## src/rtl/syscall_unit_pkg.sv

```systemverilog
// Shared constants for the syscall unit: state encoding, service codes, default widths.
package syscall_unit_pkg;

  localparam int unsigned CTRL_ALU_OP_WIDTH = 4;
  localparam int unsigned CTRL_REG_SEL_WIDTH = 5;

  localparam int unsigned DATA_WIDTH_DEF = 32;
  localparam int unsigned CNT_WIDTH_DEF = 32;

  localparam int unsigned SYS_ST_WIDTH = 2;
  localparam logic [SYS_ST_WIDTH-1:0] SYS_ST_RUN = 2'd0;
  localparam logic [SYS_ST_WIDTH-1:0] SYS_ST_PAUSED = 2'd1;
  localparam logic [SYS_ST_WIDTH-1:0] SYS_ST_HALTED = 2'd2;

  localparam int unsigned V0_PRINT_DEF = 34;
  localparam int unsigned V0_HALT_DEF = 10;
  localparam int unsigned V0_PAUSE_DEF = 50;

  typedef enum logic [SYS_ST_WIDTH-1:0] {
    StRun    = SYS_ST_RUN,
    StPaused = SYS_ST_PAUSED,
    StHalted = SYS_ST_HALTED
  } sys_state_e;

endpackage

```

## src/rtl/syscall_unit_if.sv

```systemverilog
// Request/status bundle between the execute stage (master) and the syscall unit (slave).
interface syscall_unit_if #(
  parameter int unsigned DATA_WIDTH = 32,
  parameter int unsigned CNT_WIDTH  = 32
);
  logic                  en;
  logic                  syscall_en;
  logic [DATA_WIDTH-1:0] reg_v0;
  logic [DATA_WIDTH-1:0] reg_a0;
  logic                  resume;
  logic                  stall_req;
  logic                  halt;
  logic [DATA_WIDTH-1:0] display_data;
  logic                  display_valid;
  logic [CNT_WIDTH-1:0]  cycle_count;
  logic [CNT_WIDTH-1:0]  syscall_count;
  logic                  err;

  modport master (
    output en, syscall_en, reg_v0, reg_a0, resume,
    input  stall_req, halt, display_data, display_valid, cycle_count, syscall_count, err
  );

  modport slave (
    input  en, syscall_en, reg_v0, reg_a0, resume,
    output stall_req, halt, display_data, display_valid, cycle_count, syscall_count, err
  );
endinterface

```

## src/rtl/syscall_unit_sat_counter.sv

```systemverilog
// Up-counter that sticks at all-ones instead of wrapping; clear_i is synchronous.
module syscall_unit_sat_counter #(
  parameter int unsigned WIDTH = 32
) (
  input  logic             clk,
  input  logic             clear_i,
  input  logic             inc_i,
  output logic [WIDTH-1:0] count_o
);

  logic [WIDTH-1:0] count_d, count_q;

  always_comb begin
    count_d = count_q;
    if (inc_i && (count_q != '1)) begin
      count_d = count_q + WIDTH'(1);
    end
  end

  always_ff @(posedge clk) begin
    if (clear_i) begin
      count_q <= '0;
    end else begin
      count_q <= count_d;
    end
  end

  assign count_o = count_q;

endmodule

```

## src/rtl/syscall_unit.sv

```systemverilog
// Execute-stage syscall handler: print / halt / pause services, stall/halt control, counters.
// Define SYSCALL_UNKNOWN_TRAP_EN to halt with err on unrecognised service codes.
module syscall_unit
  import syscall_unit_pkg::*;
#(
  parameter int unsigned DATA_WIDTH = DATA_WIDTH_DEF,
  parameter int unsigned CNT_WIDTH  = CNT_WIDTH_DEF,
  parameter int unsigned V0_PRINT   = V0_PRINT_DEF,
  parameter int unsigned V0_HALT    = V0_HALT_DEF,
  parameter int unsigned V0_PAUSE   = V0_PAUSE_DEF
) (
  input logic           clk,
  input logic           rst,
  syscall_unit_if.slave bus
);

  sys_state_e            state_d, state_q;
  logic [DATA_WIDTH-1:0] display_d, display_q;
  logic                  valid_d, valid_q;
  logic                  stall_d, stall_q;
  logic                  halt_d, halt_q;
  logic                  err_d, err_q;
  logic                  accept;
  logic                  in_run;

  assign in_run = (state_q == StRun);
  // A held stage (en=0) leaves the syscall presented; it is taken once en rises.
  assign accept = in_run && bus.en && bus.syscall_en;

  always_comb begin
    state_d   = state_q;
    display_d = display_q;
    valid_d   = 1'b0;
    err_d     = err_q;
    unique case (state_q)
      StRun: begin
        if (accept) begin
          if (bus.reg_v0 == DATA_WIDTH'(V0_PRINT)) begin
            display_d = bus.reg_a0;
            valid_d   = 1'b1;
          end else if (bus.reg_v0 == DATA_WIDTH'(V0_HALT)) begin
            state_d = StHalted;
          end else if (bus.reg_v0 == DATA_WIDTH'(V0_PAUSE)) begin
            state_d = StPaused;
          end else begin
`ifdef SYSCALL_UNKNOWN_TRAP_EN
            state_d = StHalted;
            err_d   = 1'b1;
`endif
          end
        end
      end
      StPaused: begin
        if (bus.resume) begin
          state_d = StRun;
        end
      end
      StHalted: state_d = StHalted;
      default:  state_d = StRun;
    endcase
    stall_d = (state_d != StRun);
    halt_d  = (state_d == StHalted);
  end

  always_ff @(posedge clk) begin
    if (rst) begin
      state_q   <= StRun;
      display_q <= '0;
      valid_q   <= 1'b0;
      stall_q   <= 1'b0;
      halt_q    <= 1'b0;
      err_q     <= 1'b0;
    end else begin
      state_q   <= state_d;
      display_q <= display_d;
      valid_q   <= valid_d;
      stall_q   <= stall_d;
      halt_q    <= halt_d;
      err_q     <= err_d;
    end
  end

  syscall_unit_sat_counter #(
    .WIDTH (CNT_WIDTH)
  ) u_cycle_cnt (
    .clk     (clk),
    .clear_i (rst),
    .inc_i   (in_run),
    .count_o (bus.cycle_count)
  );

  syscall_unit_sat_counter #(
    .WIDTH (CNT_WIDTH)
  ) u_syscall_cnt (
    .clk     (clk),
    .clear_i (rst),
    .inc_i   (accept),
    .count_o (bus.syscall_count)
  );

  assign bus.display_data  = display_q;
  assign bus.display_valid = valid_q;
  assign bus.stall_req     = stall_q;
  assign bus.halt          = halt_q;
`ifdef SYSCALL_UNKNOWN_TRAP_EN
  assign bus.err = err_q;
`else
  assign bus.err = 1'b0;
  logic unused_err;
  assign unused_err = err_q;
`endif

endmodule
```

## src/flat_wrapper.sv

```systemverilog
// flat-port wrapper written by rule: the top's interface ports become plain ports
module syscall_unit_flat import syscall_unit_pkg::*;
#(
  parameter int unsigned DATA_WIDTH = DATA_WIDTH_DEF,
  parameter int unsigned CNT_WIDTH  = CNT_WIDTH_DEF,
  parameter int unsigned V0_PRINT   = V0_PRINT_DEF,
  parameter int unsigned V0_HALT    = V0_HALT_DEF,
  parameter int unsigned V0_PAUSE   = V0_PAUSE_DEF
)
  (clk, rst, bus_en, bus_syscall_en, bus_reg_v0, bus_reg_a0, bus_resume, bus_stall_req, bus_halt, bus_display_data, bus_display_valid, bus_cycle_count, bus_syscall_count, bus_err);
  syscall_unit_if #(.DATA_WIDTH(DATA_WIDTH), .CNT_WIDTH(CNT_WIDTH)) bus_i ();
  input logic clk;
  input logic rst;
  input wire logic [$bits(bus_i.en)-1:0] bus_en;
  input wire logic [$bits(bus_i.syscall_en)-1:0] bus_syscall_en;
  input wire logic [$bits(bus_i.reg_v0)-1:0] bus_reg_v0;
  input wire logic [$bits(bus_i.reg_a0)-1:0] bus_reg_a0;
  input wire logic [$bits(bus_i.resume)-1:0] bus_resume;
  output wire logic [$bits(bus_i.stall_req)-1:0] bus_stall_req;
  output wire logic [$bits(bus_i.halt)-1:0] bus_halt;
  output wire logic [$bits(bus_i.display_data)-1:0] bus_display_data;
  output wire logic [$bits(bus_i.display_valid)-1:0] bus_display_valid;
  output wire logic [$bits(bus_i.cycle_count)-1:0] bus_cycle_count;
  output wire logic [$bits(bus_i.syscall_count)-1:0] bus_syscall_count;
  output wire logic [$bits(bus_i.err)-1:0] bus_err;
  assign bus_i.en = bus_en;
  assign bus_i.syscall_en = bus_syscall_en;
  assign bus_i.reg_v0 = bus_reg_v0;
  assign bus_i.reg_a0 = bus_reg_a0;
  assign bus_i.resume = bus_resume;
  assign bus_stall_req = bus_i.stall_req;
  assign bus_halt = bus_i.halt;
  assign bus_display_data = bus_i.display_data;
  assign bus_display_valid = bus_i.display_valid;
  assign bus_cycle_count = bus_i.cycle_count;
  assign bus_syscall_count = bus_i.syscall_count;
  assign bus_err = bus_i.err;
  syscall_unit #(.DATA_WIDTH(DATA_WIDTH), .CNT_WIDTH(CNT_WIDTH), .V0_PRINT(V0_PRINT), .V0_HALT(V0_HALT), .V0_PAUSE(V0_PAUSE)) u_core (.clk(clk), .rst(rst), .bus(bus_i));
endmodule
```

## config.mk

```make
export PLATFORM = sky130hd
export DESIGN_NAME = syscall_unit_flat
export DESIGN_NICKNAME = d
export VERILOG_FILES = /design/src/rtl/syscall_unit_pkg.sv /design/src/rtl/syscall_unit_if.sv /design/src/rtl/syscall_unit_sat_counter.sv /design/src/rtl/syscall_unit.sv /design/src/flat_wrapper.sv
export SDC_FILE = /design/constraint.sdc
export NUM_CORES = 1
export LEC_CHECK = 0
export CORE_MARGIN = 4
export CORE_UTILIZATION = 30
export CTS_BUF_LIST = sky130_fd_sc_hd__clkbuf_16
export CTS_CLUSTER_SIZE = 25
export DETAILED_ROUTE_END_ITERATION = 10
export GPL_TIMING_DRIVEN = 0
export PLACE_DENSITY = 0.62
export SYNTH_ARGS = -nofsm -noshare
export SYNTH_HDL_FRONTEND = slang
export SYNTH_SLANG_ARGS = --single-unit
```

## constraint.sdc

```tcl
create_clock -name clk -period 3.3 [get_ports clk]
set_clock_uncertainty 0.05 [all_clocks]
set_input_delay 0.99 -clock clk [delete_from_list [all_inputs] [get_ports clk]]
set_output_delay 0.99 -clock clk [all_outputs]
set_load 0.02 [all_outputs]
```

==> impl_metrics.json <==
{
  "status": "finished, final reports clean",
  "pin_count": 169,
  "die_area_um2": 18200,
  "setup_tns_ps": 0,
  "final_cell_mix": "167 x clkdlybuf4s50_1, 101 x dfxtp_1, 55 x nor2_1",
  "layout-drive-gt1-share_pct": 5.71,
  "gp_congestion": 0.862,
  "syn_avg_cell_area_um2": 8.74,
  "power_density_nw_per_um2": 340,
  "path_cells": "clkdlybuf4s50_1 -> nor4bb_1 -> buf_2 -> nand4_1 -> buf_4 -> nor3_4 -> buf_4 -> mux2i_1 -> nor2_1",
  "rows": 46,
  "core_um2": 15800,
  "grt_pass1_vias": 4952,
  "crit_top_cell": "buf_4",
  "post-route-drc-count": 0,
  "cp.arrival_ps": 3160,
  "grt_max_degree": 18,
  "clock-sinks": 101,
  "syn_area_um2": 4820,
  "slowest_stage": "clkdlybuf4s50_1",
  "grt_pass1_wl_mm": 24.9,
  "cts_buffers": 9,
  "ys_ff_latch": 101,
  "grt-ovfl-total": 0,
  "drv_slew": 0,
  "netlist_instances": 551,
  "start_kind": "input pin",
  "dp_hpwl_mm": 11.8,
  "ys.flop_type": "dfxtp_1",
  "p_leak_uw": 0.00220,
  "io_buffers": 167,
  "routed_wl_mm": 15.4,
  "num_vias": 4945,
  "antenna_found_initial": 0,
  "nFillCells": 1552,
  "start_util_pct": 30.4,
  "wl_per_cell_um": 16.2,
  "syn_to_final_growth_pct": 46.3,
  "clock_latency_ps": 350,
  "synth_async_sr_flop_share_pct": 0,
  "antenna_cells": 0,
  "synth_cell_types": 54,
  "layout_worst_path_cycle_share_pct": 90.8,
  "grt.total_usage_pct": 16.9,
  "viasPerCell": 5.20,
  "worst_slew_pin_slew_ps": 1150,
  "die_x_um": 135,
  "clock.fmax_mhz": 334,
  "endpoint_kind": "register",
  "cpPeakStageDelay_ps": 470,
  "ys_warn_count": 0,
  "ant_nets": 0,
  "required_ps": 3470,
  "mostFrequentLayoutCell": "clkdlybuf4s50_1",
  "relSlewSlack_pct": 22.1,
  "cp_max_fo": 10,
  "htreeDepth": 3,
  "dr.pass1.iters": 4,
  "setup_violations": 0,
  "cts_tree": "built",
  "hold_path_class": "reg2reg",
  "ys_seq_area_share_pct": 42.0,
  "clkTransAtPathRegs_ps": 70,
  "synth_fp_nets": 622,
  "post-route-util_pct": 44.5,
  "fin_nets": 801,
  "critPathKind": "in2reg",
  "max-vdd-ir-drop_v": 0.000217,
  "synth-edff-count": 0,
  "root_buffer": "clkbuf_16",
  "period_minus_slack_ps": 3000,
  "die_h_um": 135,
  "rsz0062_at_grt": "no",
  "clk_path_buf_depth": 2,
  "cap_viol_max_count": 0,
  "hold_viol": 0,
  "drt_iter0_drc": 228
}
logic make-up (layout without fill, tap and decap cells):
kind of cell             count (synthesis)  after routing  synth area share, %
other                                    1              1               0.0778
XOR/XNOR                                13             13                 2.36
adder cells (fa/ha/maj)                  2              2                0.519
AND/OR/NAND/NOR                        249            249                 30.2
multiplexers                            38             38                 8.02
AO/OA/AOI/OAI                          109            109                 13.2
flip-flops                             101            101                 42.0
buffers and inverters                   38            222                 3.64
worst paths after layout:
path / depth (start not counted) / start / slack, ps / end
setup / recovery: 9 / bus_en / 300 / u_core.bus.display_data[27]$_SDFFE_PP0P_
hold / removal: 2 / u_core.bus.display_data[12]$_SDFFE_PP0P_ / 450 / u_core.bus.display_data[12]$_SDFFE_PP0P_
setup reg to reg: 7 / u_core.u_syscall_cnt.count_o[0]$_SDFFE_PP0P_ / 570 / u_core.u_syscall_cnt.count_o[11]$_SDFFE_PP0P_
hold reg to reg: 2 / u_core.bus.display_data[12]$_SDFFE_PP0P_ / 450 / u_core.bus.display_data[12]$_SDFFE_PP0P_
cell usage after synthesis (2+ instances only):
cell type  number  area share [%]
and3_1          5            0.65
nand4_1        29             3.8
mux2i_1        33             6.9
mux2_2          4            0.93
dfxtp_1       101              42
inv_1           5            0.39
xnor2_1        11             2.0
nor4b_1         3            0.55
o21ai_0        36             3.7
or4_1          13             2.0
nand3b_1        2            0.31
and2_1          9             1.2
o32ai_1         2            0.36
o211ai_1        2            0.31
nand3_1        24             2.5
nand2_1        25             1.9
buf_4           4            0.62
nor2_1         55             4.3
xor2_1          2            0.36
or3_1          31             4.0
nor4_1         12             1.6
nor2b_1         7            0.91
and4_1         14             2.5
buf_2           7            0.73
ha_1            2            0.52
nand2b_1        4            0.52
nor4_2          2            0.52
a21oi_1        45             4.7
a211oi_1        4            0.62
o31ai_1        11             1.7
nor3_1          5            0.52
clkbuf_1       20             1.6
layer usage:
layer	global-route usage, %	share of wire, %	vias up
met4	5.54	1.6	0
li1	-	-	2418
met3	4.66	7.6	18
met5	0	0	-
met1	21.0	42	2349
met2	28.5	48	160
worst max-delay path: cells and delay by family:
| family | cells | cell delay (ps) |
|---|---|---|
| buf+inv | 4 | 1220 |
| mux | 1 | 220 |
| simple gates | 4 | 730 |
layout make-up:
| type | instances | area [um^2] | share of cell area [%] |
|---|---|---|---|
| plain buffers | 33 | 156 | 2.22 |
| clock buffers | 9 | 225 | 3.19 |
| clock inverters | 7 | 50.0 | 0.710 |
| inverters | 5 | 18.8 | 0.266 |
| multi-input cells | 412 | 2630 | 37.3 |
| flip-flops and latches | 101 | 2020 | 28.7 |
| well taps | 216 | 270 | 3.83 |
| repair buffers | 168 | 1680 | 23.8 |
repair_timing:
action | in CTS | in global routing
buffers inserted | 0 | 1
setup endpoints to repair | 0 | 30
resized for setup | 0 | 1
hold buffers | 0 | 0
registers in the layout, summed over array words and instances (netlist names):
| register | cells |
|---|---|
| u_core.bus.display_valid | 1 |
| u_core.u_syscall_cnt.count_o | 32 |
| u_core.state_q | 2 |
| u_core.u_cycle_cnt.count_o | 32 |
| u_core.bus.stall_req | 1 |
| u_core.bus.halt | 1 |
| u_core.bus.display_data | 32 |
metrics by stage:
stage	total power [uW]	hold WS, ps	cell area [um^2]	setup slack (ps)	instances
after global routing	2490	488	7050	109	951
final	2390	449	7050	302	951
after detailed placement	1410	435	6760	-258	934
after floorplan	1300	509	4820	714	551
after global placement	1410	426	6760	-223	934
after CTS	2430	454	7040	114	950
power by group:
part	switching (uW)	internal [uW]	leakage, uW
combinational	61.7	92.5	0.00126
clock	496	515	0.000134
sequential	7.58	1220	0.000814
total	565	1830	0.00220
(Power assumes the default switching activity.)
